File: config.mk
export PLATFORM = sky130hd
export DESIGN_NAME = accumulator_bank
export DESIGN_NICKNAME = d
export VERILOG_FILES = /design/src/rtl/accumulator_bank.sv
export SDC_FILE = /design/constraint.sdc
export NUM_CORES = 2
export LEC_CHECK = 0
export CAP_MARGIN = 0
export CORE_UTILIZATION = 31
export CTS_BUF_LIST = sky130_fd_sc_hd__clkbuf_8
export DETAILED_ROUTE_END_ITERATION = 6
export RECOVER_POWER = 100
export SLEW_MARGIN = 20
export SYNTH_ARGS = -nofsm -noshare
export SYNTH_HDL_FRONTEND = slang
export SYNTH_SLANG_ARGS = --single-unit
File: constraint.sdc
create_clock -name clk -period 3.9 [get_ports clk]
set_clock_uncertainty 0.05 [all_clocks]
set_input_delay 0.78 -clock clk [delete_from_list [all_inputs] [get_ports clk]]
set_output_delay 0.78 -clock clk [all_outputs]
set_load 0.01 [all_outputs]
File: src/rtl/accumulator_bank.sv
// rtl/accumulator_bank.sv - multi-row column accumulator with a serialised, handshaked row drain
// Optional ACC_SATURATE_EN: saturating signed adds plus a sticky sat_flag output.
module accumulator_bank #(
    parameter int ARR_SIZE    = 4,
    parameter int VERTICAL_BW = 32,
    parameter int ACC_DEPTH   = 4,
    parameter int ADDR_W      = 4
) (
    input  logic                            clk,
    input  logic                            rst,
    input  logic                            acc_valid,
    input  logic [$clog2(ACC_DEPTH)-1:0]    acc_row,
    input  logic                            acc_first,
    input  logic [ARR_SIZE*VERTICAL_BW-1:0] accumulated_val,
    input  logic                            drain_req,
    input  logic [$clog2(ACC_DEPTH)-1:0]    drain_row,
    input  logic [ADDR_W-1:0]               drain_base_addr,
    output logic                            drain_busy,
    output logic                            drain_done,
    output logic [VERTICAL_BW-1:0]          output_data,
    output logic [ADDR_W-1:0]               output_buffer_addr,
    output logic                            output_buffer_enable,
    input  logic                            output_buffer_ready
`ifdef ACC_SATURATE_EN
    ,
    output logic                            sat_flag
`endif
);
    localparam int               COL_W    = (ARR_SIZE > 1) ? $clog2(ARR_SIZE) : 1;
    localparam logic [COL_W-1:0] LAST_COL = COL_W'(ARR_SIZE - 1);

    typedef enum logic [1:0] {IDLE, DRAIN, DONE} state_t;

    state_t                 state_q, state_d;
    logic [COL_W-1:0]       col_q, col_d;
    logic [ADDR_W-1:0]      base_q, base_d;
    logic [VERTICAL_BW-1:0] rows_q [ACC_DEPTH][ARR_SIZE];
    logic [VERTICAL_BW-1:0] rows_d [ACC_DEPTH][ARR_SIZE];
    logic [VERTICAL_BW-1:0] snap_q [ARR_SIZE];
    logic [VERTICAL_BW-1:0] snap_d [ARR_SIZE];
    logic                   start;
    logic [VERTICAL_BW-1:0] in_w, sum_w;

`ifdef ACC_SATURATE_EN
    localparam int                     MSB   = VERTICAL_BW - 1;
    localparam logic [VERTICAL_BW-1:0] SMAX  = {1'b0, {(VERTICAL_BW-1){1'b1}}};
    localparam logic [VERTICAL_BW-1:0] SMIN  = {1'b1, {(VERTICAL_BW-1){1'b0}}};
    logic                              sat_hit;
    logic                              sat_q;
`endif

    assign start = (state_q == IDLE) && drain_req;

    // Row update: a starting drain clears its row, and a same-edge accumulate into
    // that row lands on the cleared value, so it behaves as a first pass.
    always_comb begin
        rows_d = rows_q;
        snap_d = snap_q;
        in_w   = '0;
        sum_w  = '0;
`ifdef ACC_SATURATE_EN
        sat_hit = 1'b0;
`endif
        if (start) begin
            for (int c = 0; c < ARR_SIZE; c++) begin
                snap_d[c]            = rows_q[drain_row][c];
                rows_d[drain_row][c] = '0;
            end
        end
        if (acc_valid) begin
            for (int c = 0; c < ARR_SIZE; c++) begin
                in_w  = accumulated_val[c*VERTICAL_BW +: VERTICAL_BW];
                sum_w = rows_q[acc_row][c] + in_w;
`ifdef ACC_SATURATE_EN
                if ((rows_q[acc_row][c][MSB] == in_w[MSB]) && (sum_w[MSB] != in_w[MSB])) begin
                    sum_w = in_w[MSB] ? SMIN : SMAX;
                    if (!acc_first && !(start && (acc_row == drain_row))) begin
                        sat_hit = 1'b1;
                    end
                end
`endif
                if (acc_first || (start && (acc_row == drain_row))) begin
                    rows_d[acc_row][c] = in_w;
                end else begin
                    rows_d[acc_row][c] = sum_w;
                end
            end
        end
    end

    always_comb begin
        state_d = state_q;
        col_d   = col_q;
        base_d  = base_q;
        case (state_q)
            IDLE: begin
                if (drain_req) begin
                    state_d = DRAIN;
                    col_d   = '0;
                    base_d  = drain_base_addr;
                end
            end
            DRAIN: begin
                if (output_buffer_ready) begin
                    if (col_q == LAST_COL) begin
                        state_d = DONE;
                    end else begin
                        col_d = col_q + 1'b1;
                    end
                end
            end
            DONE:    state_d = IDLE;
            default: state_d = IDLE;
        endcase
    end

    always_ff @(posedge clk or negedge rst) begin
        if (!rst) begin
            state_q <= IDLE;
            col_q   <= '0;
            base_q  <= '0;
            for (int c = 0; c < ARR_SIZE; c++) begin
                snap_q[c] <= '0;
            end
            for (int r = 0; r < ACC_DEPTH; r++) begin
                for (int c = 0; c < ARR_SIZE; c++) begin
                    rows_q[r][c] <= '0;
                end
            end
        end else begin
            state_q <= state_d;
            col_q   <= col_d;
            base_q  <= base_d;
            snap_q  <= snap_d;
            rows_q  <= rows_d;
        end
    end

`ifdef ACC_SATURATE_EN
    always_ff @(posedge clk or negedge rst) begin
        if (!rst) begin
            sat_q <= 1'b0;
        end else if (sat_hit) begin
            sat_q <= 1'b1;
        end
    end
    assign sat_flag = sat_q;
`endif

    assign drain_busy           = (state_q == DRAIN);
    assign drain_done           = (state_q == DONE);
    assign output_buffer_enable = drain_busy;
    assign output_data          = drain_busy ? snap_q[col_q] : '0;
    assign output_buffer_addr   = drain_busy ? (base_q + ADDR_W'(col_q)) : '0;

endmodule
==> results.tsv <==
metric	value	unit
arrival	4.50	ns
crit_required	4.54	ns
antenna_found_initial	15	
status	complete, but fails checks	
p_per_area	730.7	mW/mm^2
drt-total-wl	143400	um
grt_use_total	22.39	%
synth_edf_count	0	
first_pass_iters	7	
cap_violations	2	
initial_core_util	31.24	%
relSlewSlack	-27.40	%
drt_iter0_drc	3484	
cts-htree-levels	3	
hold_ws	0.4230	ns
die_w	355.2	um
drc	34	
leakage	22.12	nW
holdPathStages	2	
rsz0062_at_grt	true	
core_area	0.1238	sq mm
cts_buffers	113	
dr_total_vias	34110	
clock_sinks	648	
ys_ff_latch	648	
synthDistinctLibCells	75	
worstPathMaxFanout	79	
r2r_slack	0.04	ns
fin_cells	6036	
place.gp.congestion	0.9309	
vias_per_cell	5.651	
netlist_instances	3791	
yosys_warnings	0	
portBuffers	180	
ant_nets	0	
grt-ovfl-total	0	
timing.final.crit_period	3.863	ns
min_to	snap_q[124]	
dieArea	0.1262	sq mm
post-route-period-util	99.06	%
cp-end-kind	register	
drv_slew	135	
die_h	355.2	um
yosysSeqAreaShare	41.92	%
clkLatencyLatePin	0.78	ns
worstMarginPinSlew	1.911	ns
grt_pass1_vias	33750	
layout-drive-gt1-share	24.97	%
hold_viol	0	
grt_max_degree	129	
max-clock-path-buffers	3	
violations	DRC, capacitance limit, slew limit	
syn_nets	4065	
r2r-start	state_q[0]	
min_path_type	reg2reg	
areaGrowthSynthToFinish	26.27	%
path_class	reg2reg	
synth_ff_type	dfrtp_1	
wl_per_cell	23.75	um
fmax	258.8	MHz
clk_pin_slew	0.06	ns
ir_worst_vdd	0.0003332	V
finalSetupViolations	0	
final_net_count	4569	
hpwlAfterDp	97830	um
synthArstFlopShare	100.0	%
holdCritStartpoint	snap_q[124]	
ff2ff_path_depth	5	
cts_tree	yes	
dp_cells	5805	
synth_area_per_cell	10.20	sq um
grt_pass1_wl	215800	um
r2r-end	snap_q[83]	
rows	129	
startpoint_type	register	
cts.root.buffer_cell	clkbuf_8	
boundaryPins	181	
netlist_area	0.03868	sq mm
[worst max-delay path: stages (launching register included)]
cell and delay [ns]:
dfrtp_1 0.43, nor2_1 0.24, and2_0 0.84, buf_2 1.54, nand2_1 0.43, nand2_1 0.18
[through the flow]
step	total power [W]	setup slack [ns]	cell area [sq um]	TNS [ns]	util (%)
after floorplan	0.02089	-0.4755	38900	-35.12	-
after global placement	0.02766	-0.8482	45820	-161.07	37.01
after detailed placement	0.02801	-0.9313	45820	-168.37	37.01
after CTS	0.03521	0.009004	48440	0	39.13
after global routing	0.03789	-0.07931	48830	-2.306	39.45
final	0.03569	0.03666	48840	0	39.45
[sequential cells by signal, summed over array words and instances, names as in the netlist]
name and flops:
base_q 4, col_q 2, snap_q 128, state_q 2, rows_q 512
[power by group]
group / total, W / internal (W) / switching (W) / leakage, nW
logic: 0.0171 / 0.00854 / 0.00860 / 12.4
clock network: 0.00711 / 0.00398 / 0.00312 / 1.44
registers: 0.0114 / 0.00934 / 0.00210 / 8.29
total: 0.0357 / 0.0219 / 0.0138 / 22.1
[synth_stat cells, drive strengths merged, types with 60 or more instances]
| cell | instances | area (sq um) |
|---|---|---|
| o21ai | 454 | 2280 |
| clkbuf | 238 | 893.4 |
| nand2 | 606 | 2275 |
| buf | 66 | 257.8 |
| dfrtp | 648 | 16220 |
| a21oi | 205 | 1033 |
| nand3 | 295 | 1476 |
| ha | 127 | 1589 |
| a22o | 88 | 770.7 |
| xor2 | 60 | 525.5 |
| mux4 | 288 | 6486 |
| nor2 | 131 | 491.7 |
| a21o | 81 | 608.1 |
[worst max path at each step]
stage | startpoint | end
floorplan | acc_row[0] | rows_q[314]
global placement | acc_row[0] | rows_q[255]
detailed placement | acc_row[0] | rows_q[255]
CTS | col_q[0] | output_data[31]
global route | rows_q[32] | rows_q[442]
finish | state_q[0] | snap_q[83]
[cell families after synthesis]
kind of cell               count (synthesis)  share of synthesized area [%]
and+or+nand+nor                         1204                          13.76
AOI/OAI and AO/OA                       1045                          16.71
DFF                                      648                          41.92
buffers and inverters                    340                          3.325
muxes                                    311                          17.40
adders and majority gates                132                          4.367
xor gates and xnor gates                 111                          2.513
[metal layers]
| layer | track usage [%] | routed length [um] |
|---|---|---|
| met1 | 31.95 | 63780 |
| met3 | 3.856 | 10930 |
| met5 | 0 | 39 |
| met4 | 7.534 | 4553 |
| met2 | 34.26 | 64050 |
[cell usage in the layout (no fill, tap or decap), types with 10 or more instances in the layout]
cell / n
o211ai_1: 13
buf_4: 457
and3_1: 20
a31oi_1: 26
and2_1: 40
buf_12: 33
inv_1: 63
a21o_1: 81
nand2_1: 602
ha_1: 120
clkbuf_8: 153
nand2b_1: 15
mux4_2: 288
o31ai_1: 13
xnor2_1: 44
clkinv_2: 17
a22oi_1: 17
nand4_1: 21
xor2_1: 57
dfrtp_1: 646
nor2_1: 129
clkdlybuf4s50_1: 175
o21bai_1: 17
a22o_1: 88
nor2b_1: 10
nand3_1: 292
o21ai_0: 401
a21oi_1: 185
nor3_1: 25
o21a_1: 19
a21oi_2: 19
o21ai_1: 43
a211oi_1: 13
mux2i_1: 18
[final cells by class]
class,instances,area (sq um)
well taps,1637,2048
inverters,36,135.1
diodes,6,15.01
flip-flops and latches,648,16220
multi-input cells,2803,21730
clock inverters,60,485.5
repair buffers,693,6103
clock buffers,153,2106
fillers,12030,74960
[what timing repair did]
action,4_1_cts,5_1_grt
pin swaps,5,19
hold buffers,1,0
gates resized for setup,3,82
setup buffers,1,9
gates cloned,0,1
endpoints found under the setup margin,42,138
hold endpoints to repair,47,0
No activity file was read; power rests on OpenSTA's default activity.
